<file path="src/rtl/tpu_host_pkg.sv">
`default_nettype none
// ============================================================================
// tpu_host_pkg : shared header layout, opcodes and loader states
// Revision     : 1.0
// ============================================================================
package tpu_host_pkg;

    typedef enum logic [1:0] {
        OP_NOP       = 2'b00,
        OP_WR_WEIGHT = 2'b01,
        OP_WR_INPUT  = 2'b10,
        OP_RUN       = 2'b11
    } opcode_e;

    typedef enum logic [1:0] {
        HDR       = 2'd0,
        WRITE     = 2'd1,
        RUN_START = 2'd2,
        RUN_WAIT  = 2'd3
    } state_e;

    localparam int HDR_OP_LSB   = 14;
    localparam int HDR_OP_W     = 2;
    localparam int HDR_BASE_LSB = 8;
    localparam int HDR_BASE_W   = 6;
    localparam int HDR_LEN_LSB  = 0;
    localparam int HDR_LEN_W    = 8;

endpackage
`default_nettype wire

</file>
<file path="src/rtl/host_run_watchdog.sv">
`default_nettype none
// ============================================================================
// host_run_watchdog : clear/enable cycle counter, terminal flag at TIMEOUT-1
// Revision          : 1.0
// ============================================================================
module host_run_watchdog #(
    parameter int TIMEOUT = 1024
) (
    input  logic clk,
    input  logic reset,
    input  logic clr_i,
    input  logic en_i,
    output logic term_o
);

    localparam int CNT_W = $clog2(TIMEOUT);
    localparam logic [CNT_W-1:0] TERM = CNT_W'(TIMEOUT - 1);

    logic [CNT_W-1:0] cnt_q;

    // Holds at the terminal value so the flag can never be missed by a wrap.
    always_ff @(posedge clk) begin
        if (reset || clr_i) begin
            cnt_q <= '0;
        end else if (en_i && (cnt_q != TERM)) begin
            cnt_q <= cnt_q + 1'b1;
        end
    end

    assign term_o = (cnt_q == TERM);

endmodule
`default_nettype wire

</file>
<file path="src/rtl/tpu_host_loader.sv">
`default_nettype none
// ============================================================================
// tpu_host_loader : host stream decoder, memory writer and run sequencer
// Revision        : 1.0
// ============================================================================
module tpu_host_loader
    import tpu_host_pkg::*;
#(
    parameter int DATA_W  = 16,
    parameter int ADDR_W  = 6,
    parameter int TIMEOUT = 1024
) (
    input  logic              clk,
    input  logic              reset,
    input  logic              s_valid,
    output logic              s_ready,
    input  logic [DATA_W-1:0] s_data,
    output logic              mem_we,
    output logic              mem_sel,
    output logic [ADDR_W-1:0] mem_addr,
    output logic [DATA_W-1:0] mem_wdata,
    output logic              tpu_start,
    input  logic              tpu_done,
    output logic              busy,
    output logic              done_pulse,
    output logic              err_ovf,
    output logic              err_timeout,
    input  logic              err_clr
);

    state_e                 state_q;
    logic [ADDR_W:0]        addr_q;
    logic [HDR_LEN_W-1:0]   rem_q;
    logic                   sel_q;
    logic                   mem_we_q;
    logic                   mem_sel_q;
    logic [ADDR_W-1:0]      mem_addr_q;
    logic [DATA_W-1:0]      mem_wdata_q;
    logic                   tpu_start_q;
    logic                   done_pulse_q;
    logic                   err_ovf_q;
    logic                   err_timeout_q;

    logic    w_xfer;
    logic    w_wd_term;
    opcode_e w_op;

    assign s_ready = (state_q == HDR) || (state_q == WRITE);
    assign busy    = (state_q != HDR);
    assign w_xfer  = s_valid && s_ready;
    assign w_op    = opcode_e'(s_data[HDR_OP_LSB +: HDR_OP_W]);

    host_run_watchdog #(
        .TIMEOUT (TIMEOUT)
    ) u_watchdog (
        .clk    (clk),
        .reset  (reset),
        .clr_i  (state_q == RUN_START),
        .en_i   (state_q == RUN_WAIT),
        .term_o (w_wd_term)
    );

    always_ff @(posedge clk) begin
        if (reset) begin
            state_q       <= HDR;
            addr_q        <= '0;
            rem_q         <= '0;
            sel_q         <= 1'b0;
            mem_we_q      <= 1'b0;
            mem_sel_q     <= 1'b0;
            mem_addr_q    <= '0;
            mem_wdata_q   <= '0;
            tpu_start_q   <= 1'b0;
            done_pulse_q  <= 1'b0;
            err_ovf_q     <= 1'b0;
            err_timeout_q <= 1'b0;
        end else begin
            mem_we_q     <= 1'b0;
            tpu_start_q  <= 1'b0;
            done_pulse_q <= 1'b0;
            // Clear first so a same-cycle set event below takes priority.
            if (err_clr) begin
                err_ovf_q     <= 1'b0;
                err_timeout_q <= 1'b0;
            end
            case (state_q)
                HDR: begin
                    if (w_xfer) begin
                        case (w_op)
                            OP_WR_WEIGHT, OP_WR_INPUT: begin
                                sel_q   <= (w_op == OP_WR_INPUT);
                                addr_q  <= {1'b0, s_data[HDR_BASE_LSB +: ADDR_W]};
                                rem_q   <= s_data[HDR_LEN_LSB +: HDR_LEN_W];
                                state_q <= WRITE;
                            end
                            OP_RUN: begin
                                tpu_start_q <= 1'b1;
                                state_q     <= RUN_START;
                            end
                            default: ;
                        endcase
                    end
                end
                WRITE: begin
                    if (w_xfer) begin
                        // Top address bit marks the beat as beyond the memory; it saturates there.
                        if (!addr_q[ADDR_W]) begin
                            mem_we_q    <= 1'b1;
                            mem_sel_q   <= sel_q;
                            mem_addr_q  <= addr_q[ADDR_W-1:0];
                            mem_wdata_q <= s_data;
                            addr_q      <= addr_q + 1'b1;
                        end else begin
                            err_ovf_q <= 1'b1;
                        end
                        rem_q <= rem_q - 1'b1;
                        if (rem_q == '0) begin
                            state_q <= HDR;
                        end
                    end
                end
                RUN_START: begin
                    state_q <= RUN_WAIT;
                end
                RUN_WAIT: begin
                    if (tpu_done) begin
                        done_pulse_q <= 1'b1;
                        state_q      <= HDR;
                    end else if (w_wd_term) begin
                        err_timeout_q <= 1'b1;
                        state_q       <= HDR;
                    end
                end
                default: begin
                    state_q <= HDR;
                end
            endcase
        end
    end

    assign mem_we      = mem_we_q;
    assign mem_sel     = mem_sel_q;
    assign mem_addr    = mem_addr_q;
    assign mem_wdata   = mem_wdata_q;
    assign tpu_start   = tpu_start_q;
    assign done_pulse  = done_pulse_q;
    assign err_ovf     = err_ovf_q;
    assign err_timeout = err_timeout_q;

endmodule
`default_nettype wire
</file>
<file path="config.mk">
export PLATFORM = sky130hd
export DESIGN_NAME = tpu_host_loader
export DESIGN_NICKNAME = d
export VERILOG_FILES = /design/src/rtl/tpu_host_pkg.sv /design/src/rtl/host_run_watchdog.sv /design/src/rtl/tpu_host_loader.sv
export SDC_FILE = /design/constraint.sdc
export NUM_CORES = 1
export LEC_CHECK = 0
export ABC_AREA = 1
export BUFFER_PORTS_ARGS = -buffer_cell sky130_fd_sc_hd__buf_2
export CAP_MARGIN = 10
export CORE_MARGIN = 2
export CORE_UTILIZATION = 50
export CTS_BUF_LIST = sky130_fd_sc_hd__clkbuf_4
export CTS_CLUSTER_DIAMETER = 200
export DETAILED_ROUTE_END_ITERATION = 10
export PLACE_DENSITY = 0.76
export SETUP_SLACK_MARGIN = 0.02
export SYNTH_ARGS = -nofsm -noshare
export SYNTH_HDL_FRONTEND = slang
export SYNTH_SLANG_ARGS = --single-unit
</file>
<file path="constraint.sdc">
create_clock -name clk -period 1.3 [get_ports clk]
set_input_delay 0.065 -clock clk [delete_from_list [all_inputs] [get_ports clk]]
set_output_delay 0.065 -clock clk [all_outputs]
set_load 0.005 [all_outputs]
</file>
# Word-level counts from Yosys, hierarchy flattened
# Cells that the tools add are included.
# classes
n_eq_ne	15
n_addsub	3
bitwise	5
n_reduce_logical	17
muxes	27
# ops
operator	n
$mux W7	4
$mux W8	3
$pmux W8 S2	1
$pmux W7 S2	1
$mux W1	11
$add A10 B1 Y10 const B	1
$eq A10 B10 Y1 const B	1
$mux W2	5
$ne A10 B10 Y1 const B	1
$reduce_and A5 Y1	2
$eq A2 B2 Y1 const B	4
$logic_not A8 Y1	1
$pmux W2 S4	1
$sub A8 B1 Y8 const B	1
$add A7 B1 Y7 const B	1
$ne A2 B2 Y1 const B	3
$reduce_and A3 Y1	2
$reduce_or A3 Y1	2
$not A1 Y1	5
$eq A2 B1 Y1 const B	2
$ne A2 B1 Y1 const B	2
$pmux W2 S2	1
$reduce_and A4 Y1	1
$reduce_bool A2 Y1	2
other kinds (6)	9
# word_totals
word_cells	81
ff_bits	56
out_inout_bits	30

# Longest topological paths before layout
# Gate-level depths: netlist of run 1.
# logic_depth
word_depth	5
ltp_mapped	10
ltp_nobuf	10

# Modules after synthesis
# Synthesis of run 1 repeated with hierarchy kept, for this count alone.
# hier_totals
cells_unflattened	382
area_unflattened_um2	2688.8
# by_module_without_submodules
module	area_per_inst_um2	instances	cells_each	seq_area_each_um2
tpu_host_loader	2109.5	1	294	920.9
host_run_watchdog	579.3	1	88	200.2

# Least setup slack after synthesis of run 1
# Ideal clock, no wire load.
# synth_timing
path_kind	register -> register
startpoint	register u_watchdog.cnt_q[0]
endpoint	register u_watchdog.cnt_q[1]
path_stages_with_launch	10
arrival_ns	1.330
synth_period_minus_slack_ns	1.445
path_buffers	1
slack_ns	-0.145
path_cell_list	dfxtp_1 -> ha_1 -> nand2_1 -> nor2_4 -> nand2_1 -> nand2_2 -> inv_2 -> buf_6 -> nor2_1 -> nor2_1
# synth_via
elab_chain_len	2
word_cells_on_any_way	3
cone_classes	1 x add/sub; 1 x eq/ne; 1 x reduce/logical
# synth_lines
element	line_no	rtl
start, declared	host_run_watchdog.sv:19	logic [CNT_W-1:0] cnt_q;
start signal, assigned	host_run_watchdog.sv:26	cnt_q <= cnt_q + 1'b1;
branches (longest 2 deep; another with $add A10 B1 Y10)	-	
# Parallel ways; which one is timed is not known.
# A chain may end at the register's enable or synchronous reset.

# Final worst setup path of run 1
# layout_timing
startpoint	register state_q[0]
endpoint	register addr_q[5]
# layout_via
elab_chain_len	5
word_cells_on_any_way	11
cone_classes	5 x eq/ne; 1 x mux; 5 x reduce/logical
# layout_lines
element	line_no	rtl
start, declared	tpu_host_loader.sv:31	state_e state_q;
start signal, assigned	tpu_host_loader.sv:65	state_q <= HDR;
start signal, assigned	tpu_host_loader.sv:94	state_q <= WRITE;
start signal, assigned	tpu_host_loader.sv:98	state_q <= RUN_START;
$eq A2 B1 Y1 or $logic_not A2 Y1 (tied branches)	tpu_host_loader.sv:48, tpu_host_loader.sv:86	
$logic_or A1 B1 Y1	tpu_host_loader.sv:48	assign s_ready = (state_q == HDR) || (state_q == WRITE);
$logic_and A1 B1 Y1	tpu_host_loader.sv:50	assign w_xfer = s_valid && s_ready;
$ne A2 B2 Y1 (no source line)	-	
$reduce_and A5 Y1 (no source line)	-	
end signal, assigned	tpu_host_loader.sv:92	addr_q <= {1'b0, s_data[HDR_BASE_LSB +: ADDR_W]};
end signal, assigned	tpu_host_loader.sv:112	addr_q <= addr_q + 1'b1;
end, declared	tpu_host_loader.sv:32	logic [ADDR_W:0] addr_q;
# Parallel ways exist; a longest one is shown, timed or not.

==> out/results.txt, run 1 <==
The logs give 0 for the count of final hold-check violations and 7553 um for the overall routed net length. The average wire length per cell after detail routing is 13.73 um. The synthesized design devotes to its leading area cell type 40.99% of total area. The non-filler instance count after layout came out at 550. Dividing the detail-routed via count by the number of cells gives 5.233. sky130_fd_sc_hd__dfxtp_1 takes more of the synthesized area than any other cell.

Counting flops with a built-in enable in the synthesized netlist gives 0. Headroom to the max-slew limit came out at 78.93%. The sequential share of power came out at 49.8%. At the end of the flow the core is filled with cells to 73.58%. Of the total power, combinational logic draws 30.4%.

Yosys printed 0 warnings. After technology mapping, the gate count stands at 383. Among all flip-flop cells after synthesis, the most frequent one is sky130_fd_sc_hd__dfxtp_1. For the final total power, the log shows 3.911 mW. The worst setup path is of the register to register kind.

The setup-violating endpoint count in the final report was 1; the register bit total from synthesis was 56. The portion of the clock cycle consumed by the worst path in the final layout was 100.1%; the final antenna diode count was 0. The signal arrival time at the worst endpoint came out at 1610 ps.

The number of H-tree branching levels was 2; the wire length of the first global-routing pass was 11160 um. The run gives 2878 as the number of vias after detailed routing. Initial antenna violation count: 0. The clock passes through at most 2 buffers. Clock insertion delay at the later pin of the skew report: 400 ps.

The clock-pin transition on the worst setup and hold timing paths came out at 170 ps. The run gives 158 as the number of violations reported at the end of detailed-routing iteration 0. The run finished, with violations left. Actual slew at the worst max-slew pin: 316.1 ps. Timing would allow up to 768.4 MHz. In the routed design, unresolved DRC markers number 0.

Buffers inserted during clock tree synthesis total 5. Across all hold checks on the routed design, the worst slack comes to 38.78 ps. The final reports fail on setup timing. The count of buffers added on input and output ports is 50. The area growth from synthesis to layout is 40.03%.

In this run the count of I/O pins placed on the die edge is 51. Setup repair after global routing could not meet its margin everywhere. The logs give -55.96 ps for the worst-case setup slack after placement and 20.24 ps for the final worst clock skew.

Type of origin of the critical path: a register. Entering global routing, the biggest net connects 33 pins. Subtracting the final worst setup slack from the clock period gives 1301 ps.

Mean instance size in the synthesized netlist: 7.141 um2. Summing all placed instances gives a cell area of 3168 um2. After synthesis, flip-flops and latches occupy 40.99% of the total area. The tool flagged a number of max-cap violations equal to 0. At the end of routability-driven placement, the weighted congestion stood at 0.8787. Along the worst path, the maximum fanout reaches 6.

The total power per unit cell area was 1021 nW/um2; the summed negative setup slack over all endpoints was -1.467 ps. The fraction of power spent switching nets was 33.64%; the post-detailed-route count of antenna-violating nets was 0. For this configuration, the core starts out at a cell density of 52.55%. For this design the total switching power over the nets is 1.315 mW. For the total iterations of the first detailed-routing run, the log shows 4. The number of nets handed over by synthesis was 410. The worst ir drop on vdd was 0.8818 mV; the area of the die was 6078 um2. Sorting the synthesized cells by area gives the leading types as sky130_fd_sc_hd__dfxtp_1 (41%), sky130_fd_sc_hd__nand2_1 (11%), sky130_fd_sc_hd__nor2_1 (7.8%), sky130_fd_sc_hd__a21oi_1 (6.4%), sky130_fd_sc_hd__o21ai_0 (6.2%). Once placement completed, the tool counted placed cells totaling 510. For the number of max-slew violations in the final report, the log shows 0. The tools report the final worst setup slack as -1.467 ps.

The die boundary height was 77.96 um; the count of unique library cells instantiated by Yosys was 35. Global routing consumed, over all layers together, 22.68% of the routing resources. The tightest min-delay check is of the primary input to register type.

The proportion of synthesized flip-flops having asynchronous set or reset is 0%, and the cell area after synthesis is 2735 um2. For this design the static power due to leakage is 1.711 nW. The number of sinks driven by the clock tree came out at 56.

The tools report the leftover overflow at the end of global routing as 0. The run gives 1610 ps as the required time of the critical path. Total number of nets in the final design: 506. With fillers left out, the area of the finished cells amounts to 3830 um2.

The share of layout cells above drive strength 1 works out to 35.83%. The tree is rooted in a sky130_fd_sc_hd__clkbuf_4. The region available for standard cell placement spans 5205 um2. The nature of the critical path endpoint was a register. The sum of net half-perimeters after detailed placement came out at 4402 um. The run gives 2.595 mW as the internal cell power. Of the total power, the clock network draws 19.8%.

The die span in x is 77.96 um, and the number of standard-cell rows in the floorplan is 26. TritonCTS built the clock tree. For the number of global-route vias before repair, the log shows 2474.
-- state kept, by name (all words and copies together) (netlist names) --
register / flops
addr_q: 7
done_pulse: 1
err_ovf: 1
err_timeout: 1
mem_addr: 6
mem_sel: 1
mem_wdata: 16
mem_we: 1
rem_q: 8
sel_q: 1
state_q: 2
tpu_start: 1
u_watchdog.cnt_q: 10
-- power groups by stage --
| stage | clock (mW) | combinational, mW | sequential, mW |
|---|---|---|---|
| detailed placement | 0 | 0.856 | 1.96 |
| global route | 0.851 | 1.31 | 1.97 |
| global placement | 0 | 0.841 | 1.96 |
| floorplan | 0 | 0.604 | 1.96 |
| CTS | 0.795 | 0.933 | 1.93 |
| finish | 0.773 | 1.19 | 1.95 |
-- final timing paths --
path                       start                   to  slack (ps)  depth (start not counted)
min                   s_data[15]        mem_wdata[15]          40                          4
max reg2reg           state_q[0]            addr_q[5]          -1                          7
min reg2reg  u_watchdog.cnt_q[8]  u_watchdog.cnt_q[8]         490                          2
max                   state_q[0]            addr_q[5]          -1                          7
-- placed cells by master (no fill, tap or decap), types with 2 or more instances in the layout --
cell type / synthesis / layout
sky130_fd_sc_hd__a21oi_1: 35 / 25
sky130_fd_sc_hd__a21oi_2: 6 / 15
sky130_fd_sc_hd__a22oi_1: 2 / 2
sky130_fd_sc_hd__a31oi_1: 2 / 2
sky130_fd_sc_hd__buf_12: 1 / 2
sky130_fd_sc_hd__buf_2: 1 / 49
sky130_fd_sc_hd__buf_4: 2 / 20
sky130_fd_sc_hd__buf_6: 5 / 7
sky130_fd_sc_hd__buf_8: 0 / 2
sky130_fd_sc_hd__clkbuf_16: 0 / 3
sky130_fd_sc_hd__clkbuf_4: 0 / 5
sky130_fd_sc_hd__clkinv_1: 1 / 2
sky130_fd_sc_hd__dfxtp_1: 56 / 43
sky130_fd_sc_hd__dfxtp_2: 0 / 11
sky130_fd_sc_hd__dfxtp_4: 0 / 2
sky130_fd_sc_hd__dlygate4sd3_1: 0 / 18
sky130_fd_sc_hd__ha_1: 6 / 4
sky130_fd_sc_hd__inv_1: 38 / 32
sky130_fd_sc_hd__inv_2: 3 / 6
sky130_fd_sc_hd__inv_4: 1 / 2
sky130_fd_sc_hd__inv_8: 0 / 2
sky130_fd_sc_hd__nand2_1: 77 / 65
sky130_fd_sc_hd__nand2_2: 1 / 8
sky130_fd_sc_hd__nand2_4: 2 / 6
sky130_fd_sc_hd__nand3_1: 17 / 16
sky130_fd_sc_hd__nand4_1: 2 / 2
sky130_fd_sc_hd__nor2_1: 57 / 46
sky130_fd_sc_hd__nor2_2: 0 / 10
sky130_fd_sc_hd__nor2_4: 3 / 5
sky130_fd_sc_hd__nor3_1: 5 / 5
sky130_fd_sc_hd__o21ai_0: 34 / 18
sky130_fd_sc_hd__o21ai_1: 11 / 23
sky130_fd_sc_hd__o21ai_2: 1 / 5
sky130_fd_sc_hd__xor2_1: 2 / 2
-- layer usage --
layer  track usage, %  share of wire (%)  up-vias
met2            36.03                 49       98
li1                 -                  -     1428
met1            30.95                 45     1339
met5                0                  0        -
met3            4.302                5.2       13
met4            7.719                1.5        0
-- kinds of logic (layout without fill, tap and decap cells) --
| group | count (synthesis) | in the layout | share of synthesized area [%] |
|---|---|---|---|
| DFF | 56 | 56 | 40.99 |
| xor gates and xnor gates | 3 | 3 | 0.9608 |
| AOI/OAI and AO/OA | 92 | 92 | 18.16 |
| and+or+nand+nor | 168 | 169 | 26.76 |
| adders and majority gates | 6 | 6 | 2.745 |
| buffers and inverters | 58 | 154 | 10.38 |
-- synthesized netlist by cell type, types with 2 or more instances --
| cell type | number |
|---|---|
| sky130_fd_sc_hd__nand2_4 | 2 |
| sky130_fd_sc_hd__xor2_1 | 2 |
| sky130_fd_sc_hd__nor3_1 | 5 |
| sky130_fd_sc_hd__inv_1 | 38 |
| sky130_fd_sc_hd__dfxtp_1 | 56 |
| sky130_fd_sc_hd__nand4_1 | 2 |
| sky130_fd_sc_hd__buf_6 | 5 |
| sky130_fd_sc_hd__o21ai_1 | 11 |
| sky130_fd_sc_hd__nand3_1 | 17 |
| sky130_fd_sc_hd__buf_4 | 2 |
| sky130_fd_sc_hd__a22oi_1 | 2 |
| sky130_fd_sc_hd__clkbuf_1 | 4 |
| sky130_fd_sc_hd__a21oi_2 | 6 |
| sky130_fd_sc_hd__o21ai_0 | 34 |
| sky130_fd_sc_hd__a31oi_1 | 2 |
| sky130_fd_sc_hd__inv_2 | 3 |
| sky130_fd_sc_hd__nor2_1 | 57 |
| sky130_fd_sc_hd__ha_1 | 6 |
| sky130_fd_sc_hd__nand2_1 | 77 |
| sky130_fd_sc_hd__nor2_4 | 3 |
| sky130_fd_sc_hd__a21oi_1 | 35 |
-- timing repair --
action / in CTS / in global routing
buffers inserted: 1 / 8
pin swaps: 1 / 18
endpoints found under the setup margin: 18 / 48
hold buffers: 18 / 0
gates resized for setup: 5 / 97
hold endpoints to repair: 23 / 0
gates cloned: 1 / 4
-- final cells by class --
type	instances	area, um2
sequential	56	1142
fill	405	1375
inverter	44	192.7
timing repair buffer	102	827.0
clock inverter	3	17.52
tap	70	87.58
clock buffer	5	37.54
multi-input combinational	270	1525
-- critical path, stage by stage, from the launching register on --
cell                      delay (ps)
sky130_fd_sc_hd__dfxtp_4         440
sky130_fd_sc_hd__inv_6            50
sky130_fd_sc_hd__nand2_4          60
sky130_fd_sc_hd__nand3_4         160
sky130_fd_sc_hd__nor2_4          250
sky130_fd_sc_hd__inv_2            80
sky130_fd_sc_hd__a21oi_2         110
sky130_fd_sc_hd__a21oi_1          70
Power figures use the tool's default switching activity.
==> run 2: changes to the inputs <==
--- a/config.mk
+++ b/config.mk
@@ -9,11 +9,11 @@
 export BUFFER_PORTS_ARGS = -buffer_cell sky130_fd_sc_hd__buf_2
 export CAP_MARGIN = 10
 export CORE_MARGIN = 2
-export CORE_UTILIZATION = 50
+export CORE_UTILIZATION = 52
 export CTS_BUF_LIST = sky130_fd_sc_hd__clkbuf_4
 export CTS_CLUSTER_DIAMETER = 200
 export DETAILED_ROUTE_END_ITERATION = 10
-export PLACE_DENSITY = 0.76
+export PLACE_DENSITY = 0.78
 export SETUP_SLACK_MARGIN = 0.02
 export SYNTH_ARGS = -nofsm -noshare
 export SYNTH_HDL_FRONTEND = slang
==> run 2 against run 1 <==
Against the previous run:
- the flow now finishes without violations
- first-iteration DRC count rose by 10%
- maximum frequency is 2.1% higher
- clock-buffer cell count is the same
- largest cell class unchanged
- highest routed layer unchanged
==> out/results.txt, run 2 (synthesis gave the netlist of run 1 again) <==
The run finished with clean final reports. Top achievable clock speed: 784.2 MHz (was 768.4 MHz). The run gives 36.98 ps (was 38.78 ps) as the worst slack on hold paths.

Worst ir drop on vdd: 0.5805 mV (was 0.8818 mV). For the initial core utilization, the log shows 53.55% (was 52.55%). The average wire length per cell after detail routing works out to 13.24 um (was 13.73 um). The number of global-route vias before repair was 2436 (was 2474). The run gives 0 (was 1) as the setup-violating endpoint count in the final report.

For the minimum setup slack among reg-to-reg paths, the log shows 20 ps (was -1 ps). The cell leakage power came out at 1.686 nW (was 1.711 nW). Total global routing track utilization: 22.83% (was 22.68%). The total number of nets in the final design is 506 (unchanged). The tools report the launch point of the worst hold path as s_data[14] (was s_data[15]). The total power per unit cell area was 1034 nW/um2 (was 1021 nW/um2).

Setup repair after global routing could not meet its margin everywhere. The worst hold path stage count is 4 (unchanged). The final antenna diode count was 0 (unchanged). Count of buffers inserted at the top-level ports: 50 (unchanged). Source of the worst register-to-register timing path: u_watchdog.cnt_q[1] (was state_q[0]). The most frequent cell on the critical path was sky130_fd_sc_hd__nand2_4. The largest stage delay on the critical path was 400 ps (was 440 ps); the area added between synthesis and finish was 35.50% (was 40.03%). The portion of the clock cycle consumed by the worst path in the final layout works out to 98.10% (was 100.1%). The logs give 4724 um (was 4402 um) for the sum of net half-perimeters after detailed placement and 4 (unchanged) for the total iterations of the first detailed-routing run. The post-detailed-route count of antenna-violating nets came out at 0 (unchanged). The nature of the critical path endpoint was a register (unchanged). The overall routed net length is 7269 um (was 7553 um), and the area of the die is 5856 um2 (was 6078 um2).

Master of the slowest instance on the critical path: sky130_fd_sc_hd__dfxtp_4 (unchanged). The required time of the critical path was 1620 ps (was 1610 ps); the length in cells of the worst reg-to-reg path was 8 (was 7). The run gives 0 (unchanged) as the max-cap violation count. The path class of the lowest-slack min-delay path was primary input to register (unchanged).

The shortest period the worst path allows came out at 1275 ps (was 1301 ps). The run gives 2 (unchanged) as the buffer levels on the longest clock path. The tools report the number of sinks driven by the clock tree as 56 (unchanged). The leftover overflow at the end of global routing was 0 (unchanged); the count of boundary I/O pins was 51 (unchanged).

The clock-pin transition on the worst setup and hold timing paths came out at 180 ps (was 170 ps). The number of violations reported at the end of detailed-routing iteration 0 came out at 174 (was 158). The logs give 83.25% (was 78.93%) for the relative slew slack and 10950 um (was 11160 um) for the wire length of the first global-routing pass.

The clock insertion delay at the later pin of the skew report is 400 ps (about the same), and the die boundary height is 76.53 um (was 77.96 um). The number of buffers added by the clock tree synthesis step came out at 5 (unchanged). The number of vias after detailed routing is 2902 (was 2878).

The flip-flop count of the largest register, all copies and words added was 16 (unchanged). The initial antenna violation count was 0 (unchanged). The routed via count divided by cell count came out at 5.286 (was 5.233).

For the final worst clock skew, the log shows 16.77 ps (was 20.24 ps). The final core utilization is 72.56% (was 73.58%). The tools report the hold path endpoint as mem_wdata[14] (was mem_wdata[15]).

Critical-path cell list: ha_4 > nand2_4 > nor2_4 > nand2_2 > nand2_4 > buf_4 > nand2_1 > a21oi_1 (was inv_6 > nand2_4 > nand3_4 > nor2_4 > inv_2 > a21oi_2 > a21oi_1). The weighted congestion reported at the end of routability-driven placement was 0.8996 (was 0.8787); the share of layout cells above drive strength 1 was 31.32% (was 35.83%). The run gives 2 (unchanged) as the number of H-tree branching levels. The signal arrival time at the worst endpoint was 1590 ps (was 1610 ps); the area inside the core boundary was 5107 um2 (was 5205 um2).

The logs give 3.833 mW (was 3.911 mW) for the final total power and 0 (unchanged) for the number of max-slew violations in the final report. The actual slew at the worst max-slew pin was 251.0 ps (was 316.1 ps). The tools report the start point of the critical path as u_watchdog.cnt_q[1] (was state_q[0]). For the pin count of the biggest net entering global routing, the log shows 33 (unchanged).

The critical path start-end classification was register to register (unchanged). The clock tree root buffer cell was sky130_fd_sc_hd__clkbuf_4 (unchanged). Most common library cell in the layout ignoring fill and taps: sky130_fd_sc_hd__nand2_1 (unchanged). The die span in x was 76.53 um (was 77.96 um).

The run gives 26 (unchanged) as the number of standard-cell rows in the floorplan. The maximum fanout along the worst path came out at 3 (was 6). TritonCTS built the clock tree.

Commonest non-fill, non-tap cells in the layout: sky130_fd_sc_hd__nand2_1 (71), sky130_fd_sc_hd__nor2_1 (52), sky130_fd_sc_hd__buf_2 (50), sky130_fd_sc_hd__dfxtp_1 (46), sky130_fd_sc_hd__inv_1 (36) (was sky130_fd_sc_hd__nand2_1 (65), sky130_fd_sc_hd__buf_2 (49), sky130_fd_sc_hd__nor2_1 (46), sky130_fd_sc_hd__dfxtp_1 (43), sky130_fd_sc_hd__inv_1 (32)). The type of origin of the critical path is a register (unchanged). The logs give 0 (unchanged) for the count of final hold-check violations and 0 (unchanged) for the number of design rule violations left after detail routing. The reg-to-reg endpoint was u_watchdog.cnt_q[0] (was addr_q[5]).
## run 2: changes by cell type in the layout (fill, tap and decap cells not counted), sizes merged
cell,delta
clkinv,-2
clkbuf,-2
nor2,-1
buf,+3
inv,+2
clkinvlp,-1
## run 2: per-layer routing
layer	wire length, um	vias up	track usage (%)	part of all wire, %
li1	-	1432	-	-
met1	3134	1350	30.22	43
met2	3590	102	37.08	49
met3	371	18	4.621	5.1
met4	173	0	8.000	2.4
met5	0	-	0	0
## run 2: report_power, final
group	switching, mW	leakage [nW]	internal, mW
clock	0.576	0.0320	0.211
combinational	0.602	1.19	0.496
sequential	0.101	0.461	1.85
## run 2: cell type report
cell class,instances,area (um2)
fill,419,1401
tap,70,87.58
timing repair buffer,103,780.7
sequential,56,1141
clock inverter,2,15.01
multi-input combinational,269,1461
inverter,44,182.7
clock buffer,5,37.54
## run 2: timing repair
| item | in CTS | in global routing |
|---|---|---|
| gates resized for setup | 4 | 46 |
| pin swaps | 1 | 14 |
| setup endpoints to repair | 16 | 47 |
| buffers inserted | 0 | 10 |
| hold endpoints to repair | 25 | 0 |
| cloned | 0 | 1 |
| hold buffers | 18 | 0 |
## run 2: per-stage QoR
stage	cells	setup TNS [ps]	area (um2)	setup slack, ps
2_1_floorplan	383	0	2763	23.80
3_3_place_gp	513	0	3203	14.33
3_5_place_dp	513	-215.4	3203	-46.64
4_1_cts	538	0	3443	18.19
5_1_grt	549	-431.5	3706	-54.23
6_report	549	0	3706	24.74
## run 2: worst max path at each step
stage               depth (start not counted)                  end
floorplan                                   9  u_watchdog.cnt_q[1]
global placement                            9            addr_q[2]
detailed placement                          9            addr_q[1]
CTS                                        10           state_q[0]
global route                                5            addr_q[6]
finish                                      8  u_watchdog.cnt_q[0]
## run 2: critical path, delay by kind of cell, from the launching register on
kind | cells | cell delay [ps]
buffers and inverters | 1 | 120
AND/OR/NAND/NOR | 5 | 410
adder cells (fa/ha/maj) | 1 | 150
flip-flops | 1 | 400
AO/OA/AOI/OAI | 1 | 130
==> run 3: changes to the inputs <==
--- a/config.mk
+++ b/config.mk
@@ -7,12 +7,12 @@
 export LEC_CHECK = 0
 export ABC_AREA = 1
 export BUFFER_PORTS_ARGS = -buffer_cell sky130_fd_sc_hd__buf_2
-export CAP_MARGIN = 10
 export CORE_MARGIN = 2
 export CORE_UTILIZATION = 52
 export CTS_BUF_LIST = sky130_fd_sc_hd__clkbuf_4
 export CTS_CLUSTER_DIAMETER = 200
 export DETAILED_ROUTE_END_ITERATION = 10
+export GPL_TIMING_DRIVEN = 1
 export PLACE_DENSITY = 0.78
 export SETUP_SLACK_MARGIN = 0.02
 export SYNTH_ARGS = -nofsm -noshare
==> constraint.sdc (replaced) <==
create_clock -name clk -period 1.3 [get_ports clk]
set_input_delay 0.195 -clock clk [delete_from_list [all_inputs] [get_ports clk]]
set_output_delay 0.195 -clock clk [all_outputs]
set_load 0.005 [all_outputs]
==> run 3 against run 2 <==
Against the previous run:
- the flow now finishes with violations (setup timing)
- clock power up 0.5%
- combinational power down 5%
- sequential cell count unchanged
- die area unchanged
- sequential power about the same
- final cell count down 3.3%
==> out/results.txt, run 3 (synthesis gave the netlist of run 1 again) <==
The number of H-tree branching levels is 2 (unchanged), and the number of violations reported at the end of detailed-routing iteration 0 is 173 (was 174). Type of origin of the critical path: a register (unchanged). The area added between synthesis and finish was 30.33% (was 35.50%). The die span in x is 76.53 um (unchanged), and the final worst setup slack is -34.64 ps (was 24.74 ps). The setup-violating endpoint count in the final report is 4 (was 0), and the shortest period the worst path allows is 1335 ps (was 1275 ps). Average wire length per cell after detail routing: 13.18 um (was 13.24 um). The buffer levels on the longest clock path came out at 2 (unchanged).

The critical path start-end classification was register to output port (was register to register). The logs give 5856 um2 (unchanged) for the area of the die and 2444 (was 2436) for the number of global-route vias before repair. The weighted congestion reported at the end of routability-driven placement was 0.8789 (was 0.8996); the worst ir drop on vdd was 0.8292 mV (was 0.5805 mV). The count of final hold-check violations is 0 (unchanged). The minimum setup slack among reg-to-reg paths was -10 ps (was 20 ps). The logs give 0 (unchanged) for the max-cap violation count and 51 (unchanged) for the count of boundary I/O pins.

The actual slew at the worst max-slew pin was 230.5 ps (was 251.0 ps). The checks that failed: setup timing. The count of buffers inserted at the top-level ports works out to 50 (unchanged). The maximum fanout along the worst path works out to 4 (was 3). For the wire length of the first global-routing pass, the log shows 10870 um (was 10950 um). The internal cell power is 2.534 mW (was 2.554 mW), and the total power per unit cell area is 1063 nW/um2 (was 1034 nW/um2). The flip-flop count of the largest register, all copies and words added works out to 16 (unchanged).

Number of sinks driven by the clock tree: 56 (unchanged). The tools report the number of design rule violations left after detail routing as 0 (unchanged). The post-placement cell count came out at 512 (was 513). The logs give 390 ps (was 400 ps) for the clock insertion delay at the later pin of the skew report and 0 (unchanged) for the leftover overflow at the end of global routing. The worst slack on hold paths was 32.31 ps (was 36.98 ps). The fraction of power spent switching nets came out at 33.13% (was 33.37%).

The area inside the core boundary was 5107 um2 (unchanged). The most common library cell in the layout ignoring fill and taps is sky130_fd_sc_hd__nand2_1 (unchanged). The run gives 749.3 MHz (was 784.2 MHz) as the top achievable clock speed.

Setup repair after global routing could not meet its margin everywhere. The number of vias after detailed routing is 2818 (was 2902), and the signal arrival time at the worst endpoint is 1140 ps (was 1590 ps). The final worst clock skew was 5.654 ps (was 16.77 ps); the relative slew slack was 84.63% (was 83.25%). Non-filler instance count after layout: 531 (was 549). The initial core utilization came out at 53.55% (unchanged). The sum of net half-perimeters after detailed placement was 4669 um (was 4724 um); the cell leakage power was 1.621 nW (was 1.686 nW). For the number of buffers added by the clock tree synthesis step, the log shows 5 (unchanged).

Total net switching power: 1.255 mW (was 1.279 mW). The share of layout cells above drive strength 1 was 35.14% (was 31.32%). Die boundary height: 76.53 um (unchanged).

The tools report the total iterations of the first detailed-routing run as 5 (was 4). Portion of total power attributed to combinational logic: 27.8% (was 28.7%). The routed via count divided by cell count was 5.307 (was 5.286). Commonest non-fill, non-tap cells in the layout: sky130_fd_sc_hd__nand2_1 (62), sky130_fd_sc_hd__nor2_1 (53), sky130_fd_sc_hd__buf_2 (49), sky130_fd_sc_hd__dfxtp_1 (43), sky130_fd_sc_hd__inv_1 (34) (was sky130_fd_sc_hd__nand2_1 (71), sky130_fd_sc_hd__nor2_1 (52), sky130_fd_sc_hd__buf_2 (50), sky130_fd_sc_hd__dfxtp_1 (46), sky130_fd_sc_hd__inv_1 (36)).

The initial antenna violation count is 0 (unchanged), and the total global routing track utilization is 22.55% (was 22.83%). Nature of the critical path endpoint: an output port (was a register). The required time of the critical path is 1110 ps (was 1620 ps), and the number of max-slew violations in the final report is 0 (unchanged). The tools report the post-detailed-route count of antenna-violating nets as 0 (unchanged). The path class of the lowest-slack min-delay path is primary input to register (unchanged).

For the number of standard-cell rows in the floorplan, the log shows 26 (unchanged). The logs give 30 (was 33) for the pin count of the biggest net entering global routing and 51.4% (was 50.8%) for the sequential share of power. The tools report the clock tree root buffer cell as sky130_fd_sc_hd__clkbuf_4 (unchanged). The clock power share is 20.9% (was 20.5%), and the final antenna diode count is 0 (unchanged). TritonCTS built the clock tree. The logs give 487 (was 506) for the total number of nets in the final design and 7001 um (was 7269 um) for the overall routed net length.

The portion of the clock cycle consumed by the worst path in the final layout was 102.7% (was 98.10%); the clock-pin transition on the worst setup and hold timing paths was 160 ps (was 180 ps). The flow ran to the end, but the final reports show violations.
## run 3: path summary, 6_finish.rpt
check	startpoint	to	cells past startpoint
max	state_q[0]	busy	4
min	tpu_done	done_pulse	3
max reg2reg	state_q[1]	rem_q[4]	7
min reg2reg	err_ovf	err_ovf	2
## run 3: per-stage QoR
step	TNS [ps]	total power, mW	setup slack [ps]	util (%)	cell area [um2]
after CTS	-28.64	3.658	-28.64	65.36	3338
after floorplan	0	2.566	23.80	-	2763
final	-56.26	3.789	-34.64	69.79	3565
after detailed placement	-1927	2.840	-169.1	62.57	3196
after global routing	-1583	3.984	-76.26	69.79	3565
after global placement	-1081	2.817	-94.86	62.57	3196
## run 3: critical path, cell delays in order (launching register included)
cell                      delay (ps)
sky130_fd_sc_hd__dfxtp_4         400
sky130_fd_sc_hd__buf_6           120
sky130_fd_sc_hd__nor2_4           70
sky130_fd_sc_hd__inv_1            40
sky130_fd_sc_hd__buf_2           120
## run 3: final cells by class
class	instances	area (um2)
fill	435	1543
multi-input combinational	269	1485
sequential	56	1145
timing repair buffer	83	601.8
inverter	44	182.7
tap	70	87.58
clock buffer	6	45.04
clock inverter	2	11.26
timing repair inverter	1	6.256
## run 3: timing repair
| action | in CTS | in global routing |
|---|---|---|
| setup endpoints to repair | 27 | 44 |
| hold buffers | 0 | 0 |
| pin swaps | 1 | 15 |
| gates resized for setup | 9 | 67 |
| cloned | 0 | 2 |
| hold endpoints to repair | 0 | 0 |
| buffers inserted | 6 | 3 |
## run 3: power groups by stage
stage          Sequential [mW]  Combinational (mW)  Clock (mW)
2_1_floorplan             1.96               0.604           0
3_3_place_gp              1.97               0.852           0
3_5_place_dp              1.97               0.872           0
4_1_cts                   1.93               0.929       0.795
5_1_grt                   1.96                1.16       0.863
6_report                  1.95                1.05       0.791
## run 3: routing by layer
metal | track usage, % | up-vias | wire, um
met5 | 0 | - | 0
met4 | 5.818 | 0 | 150
met3 | 5.095 | 16 | 437
met2 | 38.85 | 104 | 3418
met1 | 28.49 | 1299 | 2995
li1 | - | 1399 | -
